--- config.mk ---
export PLATFORM = sky130hd
export DESIGN_NAME = dvp_capture_packer
export DESIGN_NICKNAME = d
export VERILOG_FILES = /design/src/rtl/dvp_capture_packer.sv
export SDC_FILE = /design/constraint.sdc
export NUM_CORES = 2
export LEC_CHECK = 0
export ABC_CLOCK_PERIOD_IN_PS = 14400
export BUFFER_PORTS_ARGS = -buffer_cell sky130_fd_sc_hd__buf_2
export CAP_MARGIN = 0
export CORE_MARGIN = 2
export CORE_UTILIZATION = 67
export CTS_CLUSTER_SIZE = 8
export DETAILED_ROUTE_END_ITERATION = 10
export PLACE_DENSITY = 0.83
export SLEW_MARGIN = 5
export SYNTH_ARGS = -nofsm -noshare
export SYNTH_HDL_FRONTEND = slang
export SYNTH_SLANG_ARGS = --single-unit
--- constraint.sdc ---
create_clock -name clk -period 14.4 [get_ports clk]
set_clock_uncertainty 0.2 [all_clocks]
set_input_delay 0.72 -clock clk [delete_from_list [all_inputs] [get_ports clk]]
set_output_delay 0.72 -clock clk [all_outputs]
set_load 0.01 [all_outputs]
--- src/rtl/dvp_capture_packer.sv ---
// dvp_capture_packer
//   Captures a DVP camera stream (already sampled into the clk domain),
//   converts or keeps pixels, decimates, packs them LSB-first into OUT_W-bit
//   words and queues the words in a small FIFO.
//
//   Ports
//     clk, rst_n          system clock, asynchronous active-low reset
//     cfg_start_i         capture enable
//     cfg_mode_i          00 RGB565->gray8, 01 raw byte, 10 RGB565 16-bit, 11 = 01
//     cfg_dec_i           decimation exponent n (keep 1 of 2^n per axis)
//     dvp_d_i/href/vsync  camera bus, sampled only when pclk_sync_i=1
//     pclk_sync_i         one-cycle strobe per PCLK rising edge
//     out_*               FIFO head: data, last-of-frame, valid; out_ready_i pops
//     ovf_o               sticky: a word was dropped because the FIFO was full
//     frame_cnt_o         completed frames (wrapping)
//
//   Assumes DVP_DATA_W >= 8 (low byte used), OUT_W multiple of 16,
//   FIFO_DEPTH a power of two >= 2.
module dvp_capture_packer #(
  parameter int DVP_DATA_W = 8,
  parameter int OUT_W      = 256,
  parameter int FIFO_DEPTH = 4,
  parameter int CNT_W      = 12
) (
  input  logic                  clk,
  input  logic                  rst_n,
  input  logic                  cfg_start_i,
  input  logic [1:0]            cfg_mode_i,
  input  logic [1:0]            cfg_dec_i,
  input  logic [DVP_DATA_W-1:0] dvp_d_i,
  input  logic                  dvp_href_i,
  input  logic                  dvp_vsync_i,
  input  logic                  pclk_sync_i,
  input  logic                  out_ready_i,
  output logic [OUT_W-1:0]      out_data_o,
  output logic                  out_last_o,
  output logic                  out_valid_o,
  output logic                  ovf_o,
  output logic [15:0]           frame_cnt_o
);

  localparam int NB = OUT_W / 8;          // byte lanes per output word
  localparam int FW = $clog2(NB) + 1;     // fill counter, holds 0..NB
  localparam int AW = $clog2(FIFO_DEPTH);

  typedef enum logic [1:0] {IDLE, WAIT_VS, CAPTURE} state_t;
  state_t state;

  // ---------------- sampled DVP edges ----------------
  logic href_q, vs_q;
  logic vs_fall, vs_rise, href_fall, byte_stb, cap_entry;
  logic [7:0] din;

  assign din       = dvp_d_i[7:0];
  assign vs_fall   = pclk_sync_i &  vs_q & ~dvp_vsync_i;
  assign vs_rise   = pclk_sync_i & ~vs_q &  dvp_vsync_i;
  assign href_fall = pclk_sync_i &  href_q & ~dvp_href_i;
  assign byte_stb  = (state == CAPTURE) & pclk_sync_i & dvp_href_i & ~vs_rise;
  assign cap_entry = (state == WAIT_VS) & cfg_start_i & vs_fall;

  // ---------------- pixel formation ----------------
  logic [1:0]       mode_q, dec_q;
  logic [CNT_W-1:0] col, row, dmask;
  logic             ph;          // 1 = high byte of a 16-bit pixel held
  logic [7:0]       hi_q;
  logic             two_byte, pix16, px_stb, keep;
  logic [15:0]      raw16, px, gsum;
  logic [7:0]       r8, g8, b8;

  assign two_byte = ~mode_q[0];               // modes 00 and 10
  assign pix16    = (mode_q == 2'b10);
  assign px_stb   = byte_stb & (~two_byte | ph);
  assign raw16    = {hi_q, din};

  assign r8   = {raw16[15:11], raw16[15:13]};
  assign g8   = {raw16[10:5],  raw16[10:9]};
  assign b8   = {raw16[4:0],   raw16[4:2]};
  // Max sum is 256*255, so 16 bits never overflow; truncation, no rounding.
  assign gsum = 16'd77 * {8'd0, r8} + 16'd150 * {8'd0, g8} + 16'd29 * {8'd0, b8};

  always_comb begin
    px = {8'd0, din};
    if (pix16)         px = raw16;
    else if (two_byte) px = {8'd0, gsum[15:8]};
  end

  assign dmask = ~({CNT_W{1'b1}} << dec_q);
  assign keep  = px_stb & ((col & dmask) == '0) & ((row & dmask) == '0);

  // ---------------- packer ----------------
  logic [NB-1:0][7:0] pack, pack_nx;
  logic [FW-1:0]      fill, fill_nx;
  logic               word_done;

  always_comb begin
    pack_nx = pack;
    if (keep)
      for (int b = 0; b < NB; b++) begin
        if (FW'(b) == fill)                          pack_nx[b] = px[7:0];
        else if (pix16 && FW'(b) == fill + FW'(1))   pack_nx[b] = px[15:8];
      end
  end

  assign fill_nx   = fill + (pix16 ? FW'(2) : FW'(1));
  assign word_done = keep & (fill_nx == FW'(NB));

  // Completed / frame-end words are staged one cycle before the FIFO write.
  logic [OUT_W-1:0] wr_word;
  logic             wr_last, wr_vld;

  always_ff @(posedge clk or negedge rst_n) begin
    if (!rst_n) begin
      state       <= IDLE;
      href_q      <= 1'b0;
      vs_q        <= 1'b0;
      mode_q      <= 2'b00;
      dec_q       <= 2'b00;
      col         <= '0;
      row         <= '0;
      ph          <= 1'b0;
      hi_q        <= '0;
      pack        <= '0;
      fill        <= '0;
      wr_word     <= '0;
      wr_last     <= 1'b0;
      wr_vld      <= 1'b0;
      frame_cnt_o <= '0;
    end else begin
      wr_vld <= 1'b0;
      if (pclk_sync_i) begin
        href_q <= dvp_href_i;
        vs_q   <= dvp_vsync_i;
      end
      case (state)
        IDLE: if (cfg_start_i) state <= WAIT_VS;
        WAIT_VS: begin
          if (!cfg_start_i) state <= IDLE;
          else if (vs_fall) begin
            state  <= CAPTURE;
            mode_q <= cfg_mode_i;
            dec_q  <= cfg_dec_i;
            col    <= '0;
            row    <= '0;
            ph     <= 1'b0;
            pack   <= '0;
            fill   <= '0;
          end
        end
        CAPTURE: begin
          if (vs_rise) begin
            // Partial (zero-padded) or all-zero word closes the frame.
            wr_word     <= pack;
            wr_last     <= 1'b1;
            wr_vld      <= 1'b1;
            pack        <= '0;
            fill        <= '0;
            frame_cnt_o <= frame_cnt_o + 16'd1;
            state       <= cfg_start_i ? WAIT_VS : IDLE;
          end else if (href_fall) begin
            // Odd trailing byte of a 16-bit pixel is dropped via ph clear.
            col <= '0;
            row <= row + CNT_W'(1);
            ph  <= 1'b0;
          end else if (byte_stb) begin
            if (two_byte && !ph) begin
              hi_q <= din;
              ph   <= 1'b1;
            end else begin
              ph  <= 1'b0;
              col <= col + CNT_W'(1);
            end
            if (word_done) begin
              wr_word <= pack_nx;
              wr_last <= 1'b0;
              wr_vld  <= 1'b1;
              pack    <= '0;
              fill    <= '0;
            end else if (keep) begin
              pack <= pack_nx;
              fill <= fill_nx;
            end
          end
        end
        default: state <= IDLE;
      endcase
    end
  end

  // ---------------- output FIFO ----------------
  logic [OUT_W:0] mem [FIFO_DEPTH];   // {last, data}
  logic [AW:0]    wp, rp;
  logic           full, empty, pop, push_ok;

  assign empty   = (wp == rp);
  assign full    = (wp[AW] != rp[AW]) & (wp[AW-1:0] == rp[AW-1:0]);
  assign pop     = ~empty & out_ready_i;
  assign push_ok = wr_vld & (~full | pop);   // push at full accepted if popping

  always_ff @(posedge clk or negedge rst_n) begin
    if (!rst_n) begin
      for (int i = 0; i < FIFO_DEPTH; i++) mem[i] <= '0;
      wp    <= '0;
      rp    <= '0;
      ovf_o <= 1'b0;
    end else begin
      if (cap_entry) ovf_o <= 1'b0;
      if (push_ok) begin
        mem[wp[AW-1:0]] <= {wr_last, wr_word};
        wp              <= wp + 1'b1;
      end else if (wr_vld) begin
        ovf_o <= 1'b1;
      end
      if (pop) rp <= rp + 1'b1;
    end
  end

  assign out_valid_o = ~empty;
  assign out_data_o  = mem[rp[AW-1:0]][OUT_W-1:0];
  assign out_last_o  = mem[rp[AW-1:0]][OUT_W];

endmodule

==> summary.txt <==
Drt
  – Total wire length: 207.8 mm
  – DR iter-0 viols: 6349
  – Vias per inst: 7.005
  – Vias: 52680
  – Final ANT Viol Nets: 0
  – WL/cell: 27.64 um
  – 1st-pass router iterations: 7
  – Residual DRC count: 0

STA
  – Relative slew margins: 2.933%
  – Max-slew violation count: 0
  – Fin Setup TNS: 0 ns
  – Worst Tran Pin Value: 1.445 ns
  – Final setup viols: 0
  – Fmax: 0.1067 GHz
  – Final hold vios: 0
  – Min Tclk post-route: 9.374 ns
  – RSZ-0062 raised after global routing: false
  – Final period utilization: 65.09%

Yosys
  – Synth area leaders: dfrtp_1, mux2_2, mux4_2
  – Register area share after synthesis: 53.50%
  – Syn. warnings: 0
  – Async SR Flop Fraction: 100.0%
  – Largest family of logic cells by synthesized area: multiplexers
  – Synth Area in Adders: 3.105%
  – Count leader, synth: dfrtp_1
  – Synth top area share: 53.50%
  – #FFs+latches synth: 1594
  – Yosys cell types: 78
  – Syn_nets: 5985
  – Mux contribution to synthesized area: 23.98%
  – Most area-hungry cell type in the Yosys netlist: dfrtp_1
  – Compound-gate portion of the synthesized area: 10.03%
  – Simple-gate share of the synthesized area: 6.073%
  – Mapped Area: 0.07456 mm2
  – Post-synth EDFFs: 0
  – Syn avg cell area: 12.82 um2
  – XOR/XNOR Fraction of Synth Area: 0.4330%
  – Top_reg_cell synth: dfrtp_1
  – Commonest cells post-synth: dfrtp_1, mux2_2, nand2_1, o21ai_0, nor2_1
  – Syn Inst Count: 5814

Global routing
  – GRT Overall Usage: 36.93%
  – Grt met1 use: 50.70%
  – Number of global-route vias before repair: 54180
  – GRT Residual Overflow: 0
  – M2 GR Usage: 56.85%
  – GRT Max-Usage Layer: met2
  – Initial antenna violation count: 13
  – Met3 usage: 9.229%
  – Maximum number of pins on one net before global-route repair: 196
  – First-pass GRT wire length: 323.2 mm

Die
  – Die outline width: 337.6 um
  – Row Count: 122
  – Ports: 294
  – Core area: 0.1105 mm2
  – Initial core utilization: 67.46%
  – Die footprint: 0.1140 mm2
  – DIE HEIGHT: 337.6 um

Placement
  – Port Buf Inserts: 293
  – GPL Wtd Cong: 0.9574
  – DP Wirelength: 125.3 mm

Run
  – Max-cap violations: 0

Clock network
  – Sink Count: 1594
  – CTS tree: yes
  – Maximum buffer depth of the clock tree: 3
  – H-tree lvl count: 4
  – CTS Root Cell: clkbuf_16
  – Clk_lat worst skew: 0.83 ns
  – CTS Buf Count: 217
  – Clock transition at path regs: 0.05 ns
  – Post-CTS sizing: 0

Finish
  – Area grow syn2layout: 11.02%
  – Nets: 6183
  – Share of layout cells above drive strength 1: 34.08%

Status
  – Outcome: completed

Critical path
  – Critical Path AT: 9.87 ns
  – CP required: 14.90 ns
  – Crit path kind: register to register
  – Crit Path Max Fanout: 33
  – Crit end category: register
  – Nature of the critical path startpoint: register

Hold path
  – Hold crit path type: primary input to register
## area by class of cell
type	instances	area, um2
Antenna cell	2	5.005
Fill cell	6583	27740
Clock buffer	226	5485
Clock inverter	11	195.2
Sequential cell	1594	39900
Inverter	113	429.2
Timing Repair Buffer	378	2190
Tap cell	1488	1862
Multi-Input combinational cell	3708	32700
## kinds of logic (layout without fill, tap and decap cells)
kind of cell | Yosys count | after routing
adder cells (fa/ha/maj) | 152 | 152
flip-flops | 1594 | 1594
AND/OR/NAND/NOR | 1083 | 1083
AO/OA/AOI/OAI | 1106 | 1106
XOR/XNOR | 36 | 36
buffers and inverters | 512 | 728
multiplexers | 1331 | 1331
other | 0 | 2
## stage by stage
stage | instance area (um2) | hold WS [ns] | cells | setup slack (ns) | util, %
6_report | 82770 | 0.03624 | 7520 | 5.026 | 74.90
5_1_grt | 82770 | 0.03589 | 7519 | 4.931 | 74.89
4_1_cts | 82770 | 0.005016 | 7518 | 5.316 | 74.89
3_5_place_dp | 77010 | 0.2625 | 7273 | 5.431 | 69.68
2_1_floorplan | 74560 | 0.2244 | 5814 | 7.299 | -
3_3_place_gp | 77010 | 0.2580 | 7273 | 5.560 | 69.68
## final timing paths
check                                                 start  cells after the start  slack [ns]                     endpoint
worst max-delay path                    hi_q[1]$_DFFE_PN0P_                     23        5.03        pack[149]$_DFFE_PN0P_
worst min register to register  frame_cnt_o[15]$_DFFE_PN0P_                      1        0.26  frame_cnt_o[15]$_DFFE_PN0P_
worst max register to register          hi_q[1]$_DFFE_PN0P_                     23        5.03        pack[149]$_DFFE_PN0P_
worst min-delay path                            pclk_sync_i                      2        0.04           href_q$_DFFE_PN0P_
max in group asynchronous                             rst_n                      5       10.19         mem[937]$_DFFE_PN0P_
min in group asynchronous                             rst_n                      2        0.41          mem[92]$_DFFE_PN0P_
## sequential cells by signal, indices dropped and copies added, names as in the netlist
| signal | flops |
|---|---|
| mem | 1028 |
| pack | 256 |
| wr_word | 256 |
| frame_cnt_o | 16 |
| hi_q | 8 |
| fill | 6 |
| col | 3 |
| row | 3 |
| rp | 3 |
| wp | 3 |
| dec_q | 2 |
| mode_q | 2 |
| state | 2 |
| href_q | 1 |
| ovf_o | 1 |
| ph | 1 |
| vs_q | 1 |
| wr_last | 1 |
| wr_vld | 1 |
## worst max-delay path, stage by stage (launching register included)
cell       delay (ns)
dfrtp_2          0.98
clkinv_1         0.75
fa_1             0.73
inv_1            0.04
ha_1             0.31
nand2_1          0.09
a2bb2oi_1        0.28
nand2_1          0.14
fa_1             0.55
inv_1            0.04
ha_1             0.26
inv_1            0.05
fa_1             0.48
fa_1             0.49
inv_1            0.05
ha_1             0.32
a211oi_1         0.29
nand3_1          0.25
and3_1           0.25
o31a_1           0.27
o31ai_4          0.78
buf_4            0.52
nand2_1          0.63
o221ai_1         0.46
## routing by layer
metal | wire length [um] | part of all wire, % | vias to the layer above
met4 | 9531 | 4.6 | 20
met1 | 79150 | 38 | 26980
met3 | 21830 | 11 | 759
met2 | 97200 | 47 | 3266
met5 | 116 | 0.056 | -
li1 | - | - | 21650
## placed cells by master (no fill, tap or decap), types with 97 or more instances in the layout
master	synthesis	final
nor2_1	263	260
mux4_2	257	257
mux2_2	1071	1071
a21oi_1	165	165
clkbuf_16	0	218
o21ai_0	320	319
ha_1	97	97
buf_2	164	292
inv_1	109	109
nand2_1	619	614
dfrtp_1	1594	1587
## what timing repair did
| action | CTS | global route |
|---|---|---|
| setup buffers | 0 | 0 |
| endpoints found under the hold margin | 171 | 0 |
| hold buffers | 8 | 0 |
Power is left out: the tool's default activity adds up to more than one toggle a clock period on the data nets, which glitch-free logic cannot reach.
